**src/rtl/seg7_scan_driver.sv**
```systemverilog
// Four-digit common-anode seven-segment scan driver fed by an active-low ring counter.
// It adds blanking between digits, double-buffers the displayed value per frame and flags illegal selects.
module seg7_scan_driver #(
  parameter int BLANK_CYCLES = 2
) (
  input  logic        clock,
  input  logic        reset,
  input  logic [3:0]  digit_sel,
  input  logic        load,
  input  logic [15:0] value,
  input  logic [3:0]  dp,
  input  logic        lz_suppress,
  output logic [3:0]  an,
  output logic [6:0]  seg,
  output logic        dp_n,
  output logic        sel_err
);

  typedef enum logic [1:0] {BLANK, SHOW, ERR} state_t;

  localparam logic [3:0] CNT_INIT   = 4'(BLANK_CYCLES);
  localparam logic [3:0] CNT_RELOAD = 4'(BLANK_CYCLES - 1);

  state_t      state_q, state_d;
  logic [3:0]  cnt_q, cnt_d;
  logic [3:0]  sel_q, sel_d;
  logic [15:0] pend_val_q, act_val_q, act_val_d;
  logic [3:0]  pend_dp_q, act_dp_q, act_dp_d;
  logic [3:0]  an_d;
  logic [6:0]  seg_d;
  logic        dp_n_d, sel_err_d;
  logic        legal, changed, frame_start;
  logic [1:0]  idx;

  function automatic logic [6:0] hex_seg(input logic [3:0] nib);
    case (nib)
      4'h0: return 7'b1000000;
      4'h1: return 7'b1111001;
      4'h2: return 7'b0100100;
      4'h3: return 7'b0110000;
      4'h4: return 7'b0011001;
      4'h5: return 7'b0010010;
      4'h6: return 7'b0000010;
      4'h7: return 7'b1111000;
      4'h8: return 7'b0000000;
      4'h9: return 7'b0010000;
      4'hA: return 7'b0001000;
      4'hB: return 7'b0000011;
      4'hC: return 7'b1000110;
      4'hD: return 7'b0100001;
      4'hE: return 7'b0000110;
      default: return 7'b0001110;
    endcase
  endfunction

  // Digit k is blanked under lz when its nibble and every higher nibble are zero; digit 0 always shows.
  function automatic logic [6:0] digit_seg(input logic [15:0] v, input logic [1:0] k, input logic lz);
    logic [3:0] nib;
    logic       zero_hi;
    case (k)
      2'd0: begin nib = v[3:0];   zero_hi = 1'b0; end
      2'd1: begin nib = v[7:4];   zero_hi = (v[15:4] == 12'h000); end
      2'd2: begin nib = v[11:8];  zero_hi = (v[15:8] == 8'h00); end
      default: begin nib = v[15:12]; zero_hi = (v[15:12] == 4'h0); end
    endcase
    return (lz && zero_hi) ? 7'b1111111 : hex_seg(nib);
  endfunction

  function automatic logic [1:0] sel_to_idx(input logic [3:0] s);
    case (s)
      4'b1110: return 2'd0;
      4'b1101: return 2'd1;
      4'b1011: return 2'd2;
      default: return 2'd3;
    endcase
  endfunction

  assign legal       = ($countones(~digit_sel) == 1);
  assign changed     = legal && (digit_sel != sel_q);
  assign frame_start = changed && (digit_sel == 4'b1110);
  assign idx         = sel_to_idx(sel_q);

  always_comb begin
    act_val_d = act_val_q;
    act_dp_d  = act_dp_q;
    if (frame_start) begin
      act_val_d = load ? value : pend_val_q;
      act_dp_d  = load ? dp    : pend_dp_q;
    end
  end

  always_comb begin
    state_d   = state_q;
    cnt_d     = cnt_q;
    sel_d     = sel_q;
    sel_err_d = sel_err;
    an_d      = 4'b1111;
    seg_d     = 7'b1111111;
    dp_n_d    = 1'b1;
    if (!legal) begin
      state_d   = ERR;
      sel_err_d = 1'b1;
      sel_d     = 4'b1111;
    end else if (changed) begin
      state_d = BLANK;
      sel_d   = digit_sel;
      cnt_d   = CNT_RELOAD;
    end else begin
      case (state_q)
        BLANK: begin
          if (cnt_q != 4'd0) begin
            cnt_d = cnt_q - 4'd1;
          end else begin
            state_d = SHOW;
            an_d    = sel_q;
            seg_d   = digit_seg(act_val_q, idx, lz_suppress);
            dp_n_d  = ~act_dp_q[idx];
          end
        end
        SHOW: begin
          an_d   = sel_q;
          seg_d  = digit_seg(act_val_q, idx, lz_suppress);
          dp_n_d = ~act_dp_q[idx];
        end
        default: state_d = ERR;
      endcase
    end
  end

  always_ff @(posedge clock or negedge reset) begin
    if (!reset) begin
      state_q    <= BLANK;
      cnt_q      <= CNT_INIT;
      sel_q      <= 4'b1111;
      pend_val_q <= 16'h0000;
      pend_dp_q  <= 4'h0;
      act_val_q  <= 16'h0000;
      act_dp_q   <= 4'h0;
      an         <= 4'b1111;
      seg        <= 7'b1111111;
      dp_n       <= 1'b1;
      sel_err    <= 1'b0;
    end else begin
      state_q   <= state_d;
      cnt_q     <= cnt_d;
      sel_q     <= sel_d;
      act_val_q <= act_val_d;
      act_dp_q  <= act_dp_d;
      an        <= an_d;
      seg       <= seg_d;
      dp_n      <= dp_n_d;
      sel_err   <= sel_err_d;
      if (load) begin
        pend_val_q <= value;
        pend_dp_q  <= dp;
      end
    end
  end

endmodule

```
**config.mk**
```make
export PLATFORM = sky130hd
export DESIGN_NAME = seg7_scan_driver
export DESIGN_NICKNAME = d
export VERILOG_FILES = /design/src/rtl/seg7_scan_driver.sv
export SDC_FILE = /design/constraint.sdc
export NUM_CORES = 1
export LEC_CHECK = 0
export CORE_UTILIZATION = 35
export DETAILED_ROUTE_END_ITERATION = 12
export GPL_TIMING_DRIVEN = 0
export PLACE_DENSITY = 0.6
export RECOVER_POWER = 50
export SYNTH_ARGS = -nofsm -noshare
export SYNTH_HDL_FRONTEND = slang
export SYNTH_SLANG_ARGS = --single-unit
```
**constraint.sdc**
```tcl
create_clock -name clock -period 2.73 [get_ports clock]
set_input_delay 0.273 -clock clock [delete_from_list [all_inputs] [get_ports clock]]
set_output_delay 0.273 -clock clock [all_outputs]
set_load 0.005 [all_outputs]
```
==> results of run 1 <==
per-stage QoR:
step	util	hold slack, ps	TNS, ps	instance area (um2)	std cells
CTS	0.455	482	0	3740	394
detailed placement	0.428	355	-16090	3520	377
finish	0.457	261	0	3750	394
global placement	0.426	453	-44200	3500	376
global route	0.457	278	0	3750	394
floorplan	-	-22.6	0	2980	232
metal layers:
layer  global-route usage  up-vias
met3               0.0324       11
met2                0.216       48
met1                0.188      948
met4               0.0833        0
li1                     -      930
met5                    0        -
cell usage after synthesis, drive strengths merged (3+ instances only):
cell / instances / share of area
nor4: 4 / 0.0084
nand2: 14 / 0.018
nand2b: 9 / 0.021
a21oi: 9 / 0.016
buf: 6 / 0.018
inv: 13 / 0.016
ha: 11 / 0.046
dfrtp: 46 / 0.39
clkbuf: 4 / 0.0084
o221ai: 4 / 0.012
dfstp: 17 / 0.15
nor2: 4 / 0.0050
nor3b: 3 / 0.011
mux2: 40 / 0.15
mux2i: 4 / 0.013
nand3: 3 / 0.0050
nand3b: 4 / 0.010
o21ai: 9 / 0.015
xnor2: 4 / 0.012
critical path, stage by stage (launching register included):
cell and delay [ps]:
dfstp_2 520, buf_6 130, and4b_1 200, buf_6 130
a222oi_1 380, and2_1 320, inv_1 110, ha_1 190
inv_1 90, nor2_1 70, a21oi_1 140, o221ai_1 130
power groups by stage:
stage | registers (mW) | logic [mW] | clock network [mW]
finish | 1.19 | 0.700 | 0.760
global route | 1.21 | 0.783 | 0.828
CTS | 1.19 | 0.706 | 0.787
detailed placement | 1.21 | 0.688 | 0
global placement | 1.20 | 0.674 | 0
floorplan | 1.17 | 0.527 | 0
layout make-up:
| type | count | area (um2) | area share |
|---|---|---|---|
| sequential | 63 | 1600 | 0.426 |
| timing repair buffer | 42 | 429 | 0.114 |
| multi-input combinational | 146 | 1260 | 0.337 |
| buffer | 10 | 93.8 | 0.0250 |
| tap | 105 | 131 | 0.0350 |
| inverter | 13 | 48.8 | 0.0130 |
| clock buffer | 15 | 186 | 0.0497 |
how the worst min path moves through the flow:
stage,slack (ps),cells after the start,end
after floorplan,-20,0,act_dp_q[0]
after global routing,280,2,sel_q[3]
final,260,3,sel_q[0]
after CTS,480,2,cnt_q[1]
after detailed placement,360,1,cnt_q[0]
after global placement,450,1,sel_err
flip-flops by register name (all words and copies together), names as in the netlist:
signal,cells
seg,7
pend_dp_q,4
sel_err,1
sel_q,4
act_val_q,16
dp_n,1
an,4
state_q,2
pend_val_q,16
act_dp_q,4
cnt_q,4
logic make-up after synthesis:
family	share of synthesized area
multiplexers	0.165
flip-flops	0.536
adder cells (fa/ha/maj)	0.0529
AO/OA/AOI/OAI	0.0874
XOR/XNOR	0.0147
buffers and inverters	0.0433
AND/OR/NAND/NOR	0.101
timing repair:
item	4_1_cts	5_1_grt
hold buffers	1	0
gates resized for setup	6	5
hold endpoints to repair	23	0
setup endpoints to repair	27	26
buffers inserted	1	0
pin swaps	1	1
==> flow_summary.toml, run 1 <==
[clocking]
clk_latency_ps = 340
clk_root_buffer_cell = "clkbuf_8"
cts_buffer_depth = 2
cts.sinks = 63
clk_pin_slew_ps = 70
tritoncts = "done"
numCtsBuffers = 9
htree_levels = 3

[pwr]
pwr-share-comb = 0.264
power.share.clock = 0.287
p_sw_frac = 0.298
p_sw_mw = 0.790
fin_total_pwr_mw = 2.65
power_frac_seq = 0.449
ir_drop_uv = 257
p_leak_nw = 1.63
cellPowerDensity_nw_per_um2 = 706
internal_power_mw = 1.86

[sta]
setup_ws_ps = 219
hold_viol = 0
period_needed_ps = 2510
max_slew_margin = -0.0983
period_share = 0.920
grt_setup_unrepaired = "false"
fmax_mhz = 398
final_max_slew_viol_count = 30
worst_pin_slew_ps = 1650
setup_violations = 0
skew_ps = 5.88

[synthesis]
synth.avg_cell_area_um2 = 12.8
postSynthCellCount = 232
syn_area_um2 = 2980
ys_ff_latch = 63
synth_edf_count = 0
yosys.cell_types.count = 44
synth_fp_nets = 272
async_reset_ff_frac = 1.00
synth_ff_type = "dfrtp_1"
yosys_warnings = 0
yosysSeqAreaShare = 0.536

[hold_path]
hold_path.class = "in2reg"
min-delay-start = "digit_sel[0]"

[drt]
vias = 1937
first_pass_iters = 4
ant_nets = 0
drt-total-wl_um = 5710
drtIter0Drc = 85
viasPerCell = 4.92
route.top_layer_used = "met4"
wl_met2_um = 2610
met1Wirelength_um = 2700
remaining_drc_errors = 0
wl_met3_um = 278
routedWlPerCell_um = 14.5

[critical_path]
critPathMaxFanout = 8
critPathCaptureType = "flip-flop"
r2r-end = "seg[6]"
arrival_ps = 2740
r2r_cells = 11
required_ps = 2960
reg2reg_slack_ps = 220
crit_start = "sel_q[0]"
r2r_start = "sel_q[0]"
cp-endpoint = "seg[6]"
crit_type = "reg2reg"
crit_path_start_kind = "flip-flop"

[final_layout]
final_common_cell = "dfrtp_1"
drive_gt1_frac = 0.249
layout_common_cells = "dfrtp_1 (46), clkdlybuf4s50_1 (35), mux2_2 (23)"
nNetsFinal = 325
area_growth_pct = 26.0
diodes = 0
final.fill_count = 749

[global_routing]
grt_pass1_wl_um = 9430
antenna_found_initial = 0
grt_overflow_total = 0
grt_max_degree = 35
grt_pass1_vias = 1927
grt.total_usage = 0.143

[place]
pre_cts_ws_ps = -604
io_buffers = 39
gp_congestion = 0.735
hpwl_um = 3970

[die]
io_pins = 41
num_rows = 33
core_um2 = 8220
die_area_um2 = 8880
start_util = 0.363
die_height_um = 94.3
dieWidth_um = 94.3

[job]
maxCapViolations = 1

[outcome]
status = "finished, violations left"
violations = "max-capacitance violations, max-slew violations"
Note: power is estimated with default switching activity, not from simulation.
==> inputs of run 2 (changes only) <==
- PLACE_DENSITY: 0.6 -> 0.62
- clock period: 2.73 -> 2.2 ns (I/O delays scaled with it)
==> run 2 against run 1 <==
  * The flow finishes with violations (negative setup slack)
  * Worst setup slack worse by 230 ps
  * Power up 31%
  * Highest routed layer unchanged
  * Non-clock buffer count grew 25
  * Sequential share of layout area fell by 3.2 points
  * Critical path type unchanged
  * Critical path depth stayed put
  * Clock skew up 6.2 ps
==> flow_summary.toml, run 2 (synthesis gave the netlist of run 1 again) <==
[critical_path]
reg2reg_slack_ps = -10
crit_top_cell = "nand2_1"
arrival_ps = 2470
critPathMaxFanout = 7
required_ps = 2450
crit_path_start_kind = "flip-flop"
r2r-end = "seg[3]"
cp-endpoint = "seg[3]"
max_stage_delay_ps = 370
crit_type = "reg2reg"
cp_cell_sequence = "buf_8 > buf_12 > nor3b_4 > buf_6 > a222oi_1 > nand2_1 > inv_2 > ha_4 > mux2i_1 > nand2_1 > o211ai_1"
r2r_cells = 11
crit_start = "sel_q[2]"
critPathCaptureType = "flip-flop"
crit_slowest_cell = "dfstp_2"
r2r_start = "sel_q[2]"

[die]
start_util = 0.363
io_pins = 41
die_height_um = 94.3
dieWidth_um = 94.3
die_area_um2 = 8880
core_um2 = 8220
num_rows = 33

[outcome]
status = "finished, violations left"
violations = "negative setup slack"

[sta]
period_share = 1.01
setup_violations = 1
setup_ws_ps = -11.7
worst_pin_slew_ps = 1210
setup_tns_ps = -11.7
period_needed_ps = 2210
hold_viol = 0
grt_setup_unrepaired = "true"
max_slew_margin = 0.192
whs_ps = 146
final_max_slew_viol_count = 0
fmax_mhz = 452
skew_ps = 12.1

[global_routing]
grt.total_usage = 0.141
antenna_found_initial = 0
grt_pass1_vias = 1921
grt_pass1_wl_um = 9240
grt_max_degree = 41
grt_use_met2 = 0.213
grt_util_met1 = 0.184
grt_overflow_total = 0
use_met3 = 0.0405
busiest_layer = "met2"

[final_layout]
diodes = 0
final_common_cell = "dfrtp_1"
area_growth_pct = 36.2
postLayoutCoreUtil = 0.494
design_area_um2 = 4060
drive_gt1_frac = 0.381
layout_common_cells = "dfrtp_1 (46), clkdlybuf4s50_1 (35), mux2_2 (24)"
final.fill_count = 733
reg_top3 = "act_val_q (16), pend_val_q (16), seg (7)"
multiInputGateArea_um2 = 1380
nNetsFinal = 350
regArea_um2 = 1600

[drt]
drt-total-wl_um = 6000
drtIter0Drc = 64
remaining_drc_errors = 0
vias = 2051
first_pass_iters = 4
routedWlPerCell_um = 14.3
ant_nets = 0
viasPerCell = 4.88

[job]
maxCapViolations = 0

[clocking]
clk_latency_ps = 340
clk_root_buffer_cell = "clkbuf_8"
tritoncts = "done"
clk_pin_slew_ps = 70
numCtsBuffers = 9
cts_buffer_depth = 2
cts.sinks = 63
htree_levels = 3

[pwr]
ir_drop_uv = 325
cellPowerDensity_nw_per_um2 = 854
p_leak_nw = 1.74

[place]
hpwl_um = 3920
place_area_um2 = 3580
io_buffers = 39
gp_congestion = 0.741

[hold_path]
hold_path.class = "in2reg"
==> run 2: critical path: cells and delay by family, from the launching register on <==
kind / cells / cell delay, ps
flip-flops: 1 / 370
buffers and inverters: 4 / 530
adder cells (fa/ha/maj): 1 / 220
AO/OA/AOI/OAI: 2 / 430
AND/OR/NAND/NOR: 3 / 410
multiplexers: 1 / 160
==> run 2: worst min-delay path by stage <==
stage,slack (ps),to,cells past startpoint,start
CTS,230,sel_q[0],3,digit_sel[0]
floorplan,-80,act_dp_q[0],0,reset
finish,150,sel_q[0],3,digit_sel[0]
detailed placement,240,sel_err,1,reset
global route,160,sel_q[0],3,digit_sel[0]
global placement,460,sel_err,1,sel_err
==> run 2: where the power goes <==
part	internal (mW)	switching [mW]	total [mW]
Sequential	1.35	0.135	1.49
Combinational	0.605	0.534	1.14
Clock	0.404	0.434	0.838
Total	2.36	1.10	3.46
==> run 2: area by class of cell <==
type                    instances  area share
multi-input cells             146       0.340
plain buffers                   8      0.0219
repair buffers                 69       0.161
inverters                      13      0.0126
clock inverters                 4     0.00555
clock buffers                  12      0.0333
well taps                     105      0.0324
flip-flops and latches         63       0.394
==> run 2: timing repair <==
item | in CTS | in global routing
endpoints found under the setup margin | 35 | 18
buffers inserted | 14 | 11
endpoints found under the hold margin | 12 | 0
pin swaps | 7 | 10
hold buffers | 1 | 0
resized for setup | 20 | 18
gates cloned | 1 | 2
==> run 2: layer usage <==
metal  up-vias  wire [um]
met1      1022       2770
li1        979          -
met3        10        240
met5         -          0
met2        40       2870
met4         0        114
==> run 2: per-stage QoR <==
stage | power [mW] | cells | setup slack (ps)
final | 3.46 | 420 | -11.7
after floorplan | 2.14 | 232 | -52.8
after CTS | 3.35 | 409 | -61.5
after global routing | 3.67 | 420 | -172
after detailed placement | 2.38 | 377 | -834
after global placement | 2.35 | 376 | -1120
